===== src/rtl/crv32_dbg_loader.sv =====
// crv32_dbg_loader: parses the host UART byte-command stream and drives the SoC debug memory port and CPU reset.
// Optional feature: define CRV32_DBG_LOADER_READ_EN to build the 'R' word-read command and its 4-byte reply path.
module crv32_dbg_loader #(
  parameter int unsigned ACCESS_CYCLES  = 2,
  parameter int unsigned TIMEOUT_CYCLES = 100000,
  parameter bit          RESET_HALTED   = 1'b0
) (
  input  logic        clk,
  input  logic        reset,
  input  logic [7:0]  rx_data,
  input  logic        rx_valid,
  output logic [7:0]  tx_data,
  output logic        tx_valid,
  input  logic        tx_ready,
  output logic        dbg_mem_op,
  output logic [3:0]  dbg_wren,
  output logic [31:0] dbg_adr,
  output logic [31:0] dbg_do,
  input  logic [31:0] dbg_di,
  output logic        cpu_n_reset
);

  localparam int unsigned ACW = (ACCESS_CYCLES > 1) ? $clog2(ACCESS_CYCLES) : 1;
  localparam int unsigned TOW = (TIMEOUT_CYCLES > 1) ? $clog2(TIMEOUT_CYCLES) : 1;

  localparam logic [7:0] OP_W = 8'h57;
  localparam logic [7:0] OP_H = 8'h48;
  localparam logic [7:0] OP_G = 8'h47;
  localparam logic [7:0] ACK  = 8'h06;
  localparam logic [7:0] NAK  = 8'h15;
`ifdef CRV32_DBG_LOADER_READ_EN
  localparam logic [7:0] OP_R = 8'h52;
`endif

  typedef enum logic [2:0] {
    S_IDLE,
    S_ADDR,
    S_DATA,
    S_ACCESS,
    S_RESP
  } state_e;

  state_e          state_q, state_d;
  logic [1:0]      byte_cnt_q, byte_cnt_d;
  logic            op_wr_q, op_wr_d;
  logic [31:0]     addr_q, addr_d;
  logic [31:0]     data_q, data_d;
  logic [ACW-1:0]  acc_cnt_q, acc_cnt_d;
  logic [TOW-1:0]  to_cnt_q, to_cnt_d;
  logic            tx_valid_q, tx_valid_d;
  logic [7:0]      tx_data_q, tx_data_d;
  logic            dbg_mem_op_q, dbg_mem_op_d;
  logic [3:0]      dbg_wren_q, dbg_wren_d;
  logic [31:0]     dbg_adr_q, dbg_adr_d;
  logic [31:0]     dbg_do_q, dbg_do_d;
  logic            cpu_n_reset_q, cpu_n_reset_d;
  logic            timeout;

`ifdef CRV32_DBG_LOADER_READ_EN
  logic [23:0]     rdata_q, rdata_d;
  logic [1:0]      resp_left_q, resp_left_d;
`else
  logic            unused_dbg_di;
  assign unused_dbg_di = ^dbg_di;
`endif

  assign tx_data     = tx_data_q;
  assign tx_valid    = tx_valid_q;
  assign dbg_mem_op  = dbg_mem_op_q;
  assign dbg_wren    = dbg_wren_q;
  assign dbg_adr     = dbg_adr_q;
  assign dbg_do      = dbg_do_q;
  assign cpu_n_reset = cpu_n_reset_q;

  // Command parser, bus sequencer and reply generator.
  always_comb begin
    state_d       = state_q;
    byte_cnt_d    = byte_cnt_q;
    op_wr_d       = op_wr_q;
    addr_d        = addr_q;
    data_d        = data_q;
    acc_cnt_d     = acc_cnt_q;
    to_cnt_d      = to_cnt_q;
    tx_valid_d    = tx_valid_q;
    tx_data_d     = tx_data_q;
    dbg_mem_op_d  = 1'b0;
    dbg_wren_d    = 4'h0;
    dbg_adr_d     = dbg_adr_q;
    dbg_do_d      = dbg_do_q;
    cpu_n_reset_d = cpu_n_reset_q;
`ifdef CRV32_DBG_LOADER_READ_EN
    rdata_d       = rdata_q;
    resp_left_d   = resp_left_q;
`endif
    timeout       = (to_cnt_q == TOW'(TIMEOUT_CYCLES - 1));

    case (state_q)
      S_IDLE: begin
        if (rx_valid) begin
          byte_cnt_d = 2'd0;
          to_cnt_d   = '0;
          case (rx_data)
            OP_W: begin
              op_wr_d = 1'b1;
              state_d = S_ADDR;
            end
`ifdef CRV32_DBG_LOADER_READ_EN
            OP_R: begin
              op_wr_d = 1'b0;
              state_d = S_ADDR;
            end
`endif
            OP_H: begin
              cpu_n_reset_d = 1'b0;
              tx_valid_d    = 1'b1;
              tx_data_d     = ACK;
              state_d       = S_RESP;
            end
            OP_G: begin
              cpu_n_reset_d = 1'b1;
              tx_valid_d    = 1'b1;
              tx_data_d     = ACK;
              state_d       = S_RESP;
            end
            default: begin
              tx_valid_d = 1'b1;
              tx_data_d  = NAK;
              state_d    = S_RESP;
            end
          endcase
        end
      end

      S_ADDR: begin
        // Timeout takes priority over a byte arriving in the same cycle.
        if (timeout) begin
          state_d = S_IDLE;
        end else if (rx_valid) begin
          to_cnt_d   = '0;
          addr_d     = {rx_data, addr_q[31:8]};
          byte_cnt_d = byte_cnt_q + 2'd1;
          if (byte_cnt_q == 2'd3) begin
            if (op_wr_q) begin
              state_d = S_DATA;
            end else if (cpu_n_reset_q) begin
              tx_valid_d = 1'b1;
              tx_data_d  = NAK;
              state_d    = S_RESP;
            end else begin
              acc_cnt_d    = '0;
              dbg_mem_op_d = 1'b1;
              dbg_adr_d    = {rx_data, addr_q[31:8]};
              state_d      = S_ACCESS;
            end
          end
        end else begin
          to_cnt_d = to_cnt_q + TOW'(1);
        end
      end

      S_DATA: begin
        if (timeout) begin
          state_d = S_IDLE;
        end else if (rx_valid) begin
          to_cnt_d   = '0;
          data_d     = {rx_data, data_q[31:8]};
          byte_cnt_d = byte_cnt_q + 2'd1;
          if (byte_cnt_q == 2'd3) begin
            if (cpu_n_reset_q) begin
              tx_valid_d = 1'b1;
              tx_data_d  = NAK;
              state_d    = S_RESP;
            end else begin
              acc_cnt_d    = '0;
              dbg_mem_op_d = 1'b1;
              dbg_wren_d   = 4'hF;
              dbg_adr_d    = addr_q;
              dbg_do_d     = {rx_data, data_q[31:8]};
              state_d      = S_ACCESS;
            end
          end
        end else begin
          to_cnt_d = to_cnt_q + TOW'(1);
        end
      end

      S_ACCESS: begin
        if (acc_cnt_q == ACW'(ACCESS_CYCLES - 1)) begin
          tx_valid_d = 1'b1;
          tx_data_d  = ACK;
          state_d    = S_RESP;
`ifdef CRV32_DBG_LOADER_READ_EN
          // Read data is sampled on the final access cycle; byte 0 goes out directly.
          if (!op_wr_q) begin
            tx_data_d   = dbg_di[7:0];
            rdata_d     = dbg_di[31:8];
            resp_left_d = 2'd3;
          end
`endif
        end else begin
          acc_cnt_d    = acc_cnt_q + ACW'(1);
          dbg_mem_op_d = 1'b1;
          dbg_wren_d   = op_wr_q ? 4'hF : 4'h0;
        end
      end

      S_RESP: begin
        if (tx_ready) begin
`ifdef CRV32_DBG_LOADER_READ_EN
          if (resp_left_q != 2'd0) begin
            tx_data_d   = rdata_q[7:0];
            rdata_d     = {8'h00, rdata_q[23:8]};
            resp_left_d = resp_left_q - 2'd1;
          end else
`endif
          begin
            tx_valid_d = 1'b0;
            state_d    = S_IDLE;
          end
        end
      end

      default: begin
        state_d = S_IDLE;
      end
    endcase
  end

  always_ff @(posedge clk) begin
    if (reset) begin
      state_q       <= S_IDLE;
      byte_cnt_q    <= 2'd0;
      op_wr_q       <= 1'b0;
      addr_q        <= 32'h0;
      data_q        <= 32'h0;
      acc_cnt_q     <= '0;
      to_cnt_q      <= '0;
      tx_valid_q    <= 1'b0;
      tx_data_q     <= 8'h00;
      dbg_mem_op_q  <= 1'b0;
      dbg_wren_q    <= 4'h0;
      dbg_adr_q     <= 32'h0;
      dbg_do_q      <= 32'h0;
      cpu_n_reset_q <= ~RESET_HALTED;
`ifdef CRV32_DBG_LOADER_READ_EN
      rdata_q       <= 24'h0;
      resp_left_q   <= 2'd0;
`endif
    end else begin
      state_q       <= state_d;
      byte_cnt_q    <= byte_cnt_d;
      op_wr_q       <= op_wr_d;
      addr_q        <= addr_d;
      data_q        <= data_d;
      acc_cnt_q     <= acc_cnt_d;
      to_cnt_q      <= to_cnt_d;
      tx_valid_q    <= tx_valid_d;
      tx_data_q     <= tx_data_d;
      dbg_mem_op_q  <= dbg_mem_op_d;
      dbg_wren_q    <= dbg_wren_d;
      dbg_adr_q     <= dbg_adr_d;
      dbg_do_q      <= dbg_do_d;
      cpu_n_reset_q <= cpu_n_reset_d;
`ifdef CRV32_DBG_LOADER_READ_EN
      rdata_q       <= rdata_d;
      resp_left_q   <= resp_left_d;
`endif
    end
  end

endmodule

===== config.mk =====
export PLATFORM = sky130hd
export DESIGN_NAME = crv32_dbg_loader
export DESIGN_NICKNAME = d
export VERILOG_FILES = /design/src/rtl/crv32_dbg_loader.sv
export SDC_FILE = /design/constraint.sdc
export NUM_CORES = 1
export LEC_CHECK = 0
export ABC_CLOCK_PERIOD_IN_PS = 4400
export CAP_MARGIN = 20
export CORE_ASPECT_RATIO = 1.25
export CORE_MARGIN = 2
export CORE_UTILIZATION = 55
export DETAILED_ROUTE_END_ITERATION = 16
export GPL_TIMING_DRIVEN = 1
export PLACE_DENSITY = 0.87
export SYNTH_ARGS = -nofsm -noshare
export SYNTH_HDL_FRONTEND = slang
export SYNTH_SLANG_ARGS = --single-unit

===== constraint.sdc =====
create_clock -name clk -period 4.4 [get_ports clk]
set_clock_uncertainty 0.2 [all_clocks]
set_input_delay 0.88 -clock clk [delete_from_list [all_inputs] [get_ports clk]]
set_output_delay 0.88 -clock clk [all_outputs]
set_load 0.005 [all_outputs]

==> flow_summary_export.csv <==
group,metric,value,unit
synth,ys_types,55,
finish,final_cell_mix,"200 x nand2_1, 151 x dfxtp_1, 102 x a21oi_1",
synth,yosysWarnings,0,
timing,final_max_slew_viol_count,0,
clock_tree,post_cts_resized,0,
clock_tree,cts_tree,"done",
global_routing,antenna_found_initial,0,
finish,syn2layout_area_growth,20.78,%
power,power_density,424.5,nW/µm²
floorplanning,core_area,11140,µm²
floorplanning,rows,43,
placed_design,dpl.cell_count,932,
setup_path,crit_fanout,67,
setup_path,path_cells,"clkdlybuf4s50_1 -> nand2_1 -> or2_2 -> a211oi_4 -> buf_4 -> nor2_1 -> a211oi_1",
synth,synth_area,6311,µm²
setup_path,reg2reg_to,"dbg_adr[30]$_SDFFE_PP0P_",
power,comb_power_share,0.127,
power,seq_power_share,0.453,
timing,rsz0062_at_grt,"false",
job,drv_cap,0,
placed_design,place_hpwl,9.922,mm
setup_path,cpPeakStageDelay,690,ps
clock_tree,clk_latency,420,ps
global_routing,grt_overflow,0,
timing,finalSetupViolCount,0,
hold_path,hold_depth,2,
timing,final-hold-violation-count,0,
timing,setup_tns,0,ps
setup_path,critPathBufInv,2,
clock_tree,h-tree-depth,4,
placed_design,port-buffer-count,86,
placed_design,place_ws,966.4,ps
floorplanning,fp.dieW,99.81,µm
route,ant_nets,0,
timing,fin_ws,1329,ps
finish,fillers,846,
clock_tree,cts_made_buffers,17,
route,post-route-drc-count,0,
setup_path,r2r-start,"state_q[1]$_SDFFE_PP0P_",
timing,tightestPinTransition,976.3,ps
timing,max_freq,325.6,MHz
synth,seq_area_frac_synth,0.4790,
clock_tree,postCtsSetupRepairBufs,0,
floorplanning,die-area,12350,µm²
synth,synth_area_leaders,"dfxtp_1 48%, nand2_1 12%, a21oi_1 8.1%, mux2i_1 5.6%, a211oi_1 4.3%",
route,vias_per_cell,5.799,
floorplanning,initial_core_util,0.5667,
setup_path,r2r_slack,1690,ps
finish,insertedDiodeCount,0,
route,wl_per_cell,15.74,µm
hold_path,hold_path.class,"flip-flop to flip-flop",
synth,ys_ff_latch,151,
power,pwr-share-clk,0.420,
clock_tree,clockBufferDepth,2,
finish,fin_cells,961,
synth,yosysTopAreaCellShare,0.4790,
finish,final_common_cell,"nand2_1",
power,p_leak,2.394,nW
power,swShare,0.2621,
synth,synthCells,763,
clock_tree,clk_pin_slew,60,ps
clock_tree,clock_sink_count,151,
route,drtIter0Drc,435,
finish,nets,862,
floorplanning,io_pins,123,
route,firstDrtPassIters,5,
finish,drive_gt1_frac,0.05448,
setup_path,ff2ff_path_depth,6,
clock_tree,cts_root_buf,"clkbuf_16",
setup_path,cpLargestDelayFamily,"buffers and inverters",
timing,finalCritPeriodShare,0.6980,
setup_path,end_kind,"flip-flop",
synth,avgSynthCellArea,8.271,µm²
status,status,"complete, no violations",
timing,period_minus_slack,3071,ps
global_routing,grt_pass1_vias,5278,
floorplanning,die_y,123.8,µm
setup_path,slowest_stage,"clkdlybuf4s50_1",
global_routing,grt_max_degree,82,
power,vdd_drop_max,0.0002586,V
synth,synth-edff-count,0,
route,routed_wl,15.13,mm
power,p_sw,0.0008479,W
clock_tree,hold_buffers,0,
hold_path,min_to,"dbg_do[3]$_SDFFE_PP0P_",
timing,slew_headroom,0.3491,
synth,ys_async_sr_fraction,0,
power,power.internal,0.002387,W
setup_path,critPathRequiredTime,4520,ps
global_routing,grt_first_pass_wirelength,24.16,mm
synth,synth_ff_type,"dfxtp_1",
hold_path,min_from,"data_q[11]$_SDFFE_PP0P_",
setup_path,startpoint_type,"primary input",
setup_path,arrival,3190,ps
synth,yosysTopAreaCell,"dfxtp_1",
global_routing,grt_usage,0.2464,
placed_design,place_congestion,0.9299,
setup_path,worstSetupPathType,"primary input to flip-flop",
route,vias,5573,
finish,fin_util,0.6844,
how the worst max path moves through the flow:
| stage | start | end | slack (ps) | cells after the start |
|---|---|---|---|---|
| after floorplan | rx_valid | data_q[12]$_SDFFE_PP0P_ | 1980 | 8 |
| after global placement | rx_valid | dbg_adr[5]$_SDFFE_PP0P_ | 1070 | 7 |
| after detailed placement | rx_valid | dbg_adr[30]$_SDFFE_PP0P_ | 970 | 7 |
| after CTS | rx_valid | dbg_adr[30]$_SDFFE_PP0P_ | 1360 | 7 |
| after global routing | rx_valid | dbg_adr[30]$_SDFFE_PP0P_ | 1150 | 7 |
| final | rx_valid | dbg_adr[30]$_SDFFE_PP0P_ | 1330 | 7 |
through the flow:
step	power (W)	cell area, µm²	hold WS [ps]
6_report	0.003235	7622	252.4
3_3_place_gp	0.001881	7079	242.4
2_1_floorplan	0.001776	6322	232.1
3_5_place_dp	0.001893	7079	245.6
4_1_cts	0.003235	7622	253.6
5_1_grt	0.003342	7622	272.7
worst register-to-register path: stages (launching register included):
cell and delay [ps]:
dfxtp_1 670, xnor2_2 270, nor2_1 250, a211oi_4 290, buf_4 540, nor2_1 130, a211oi_1 270
metal layers:
metal | wire length [µm] | track usage
met1 | 5940 | 0.2782
met2 | 7922 | 0.4481
met3 | 889 | 0.05107
met4 | 377 | 0.1087
met5 | 0 | 0
kinds of logic after synthesis:
group | after synthesis | synth area share
multiplexers | 35 | 0.05551
XOR/XNOR | 7 | 0.01090
flip-flops | 151 | 0.4790
adder cells (fa/ha/maj) | 2 | 0.003964
buffers and inverters | 68 | 0.05611
AND/OR/NAND/NOR | 318 | 0.2195
other | 1 | 0.0005942
AO/OA/AOI/OAI | 181 | 0.1745
flip-flops by register name (all words and copies together) (netlist names):
| register | flops |
|---|---|
| dbg_adr | 32 |
| cpu_n_reset | 1 |
| tx_valid | 1 |
| addr_q | 32 |
| op_wr_q | 1 |
| dbg_wren | 1 |
| dbg_do | 32 |
| tx_data | 3 |
| byte_cnt_q | 2 |
| to_cnt_q | 17 |
| state_q | 3 |
| data_q | 24 |
| acc_cnt_q | 1 |
| dbg_mem_op | 1 |
power groups by stage:
stage / clock, W / sequential (W) / combinational, W
6_report: 0.00136 / 0.00146 / 0.000412
5_1_grt: 0.00142 / 0.00147 / 0.000449
3_3_place_gp: 0 / 0.00149 / 0.000393
3_5_place_dp: 0 / 0.00149 / 0.000401
4_1_cts: 0.00136 / 0.00146 / 0.000410
2_1_floorplan: 0 / 0.00146 / 0.000317
cells in the mapped netlist, types with 5 or more instances:
cell type,instances
a211oi_1,36
a21oi_1,102
a31oi_1,5
buf_2,25
buf_4,14
clkbuf_1,21
dfxtp_1,151
inv_1,6
mux2i_1,35
nand2_1,200
nand3_1,11
nand4_1,5
nor2_1,51
nor2b_1,5
nor3_1,12
o21ai_0,11
layout make-up:
cell class                      count  area (µm²)  share of cell area
Sequential cell                   151        3023              0.3966
Multi-Input combinational cell    547        2954              0.3876
Timing Repair Buffer               93       910.9              0.1195
Clock buffer                       20       436.7             0.05729
Tap cell                          135       168.9             0.02216
Clock inverter                      9       106.4             0.01395
Inverter                            6       22.52            0.002955
No activity file was read; power rests on OpenSTA's default activity.
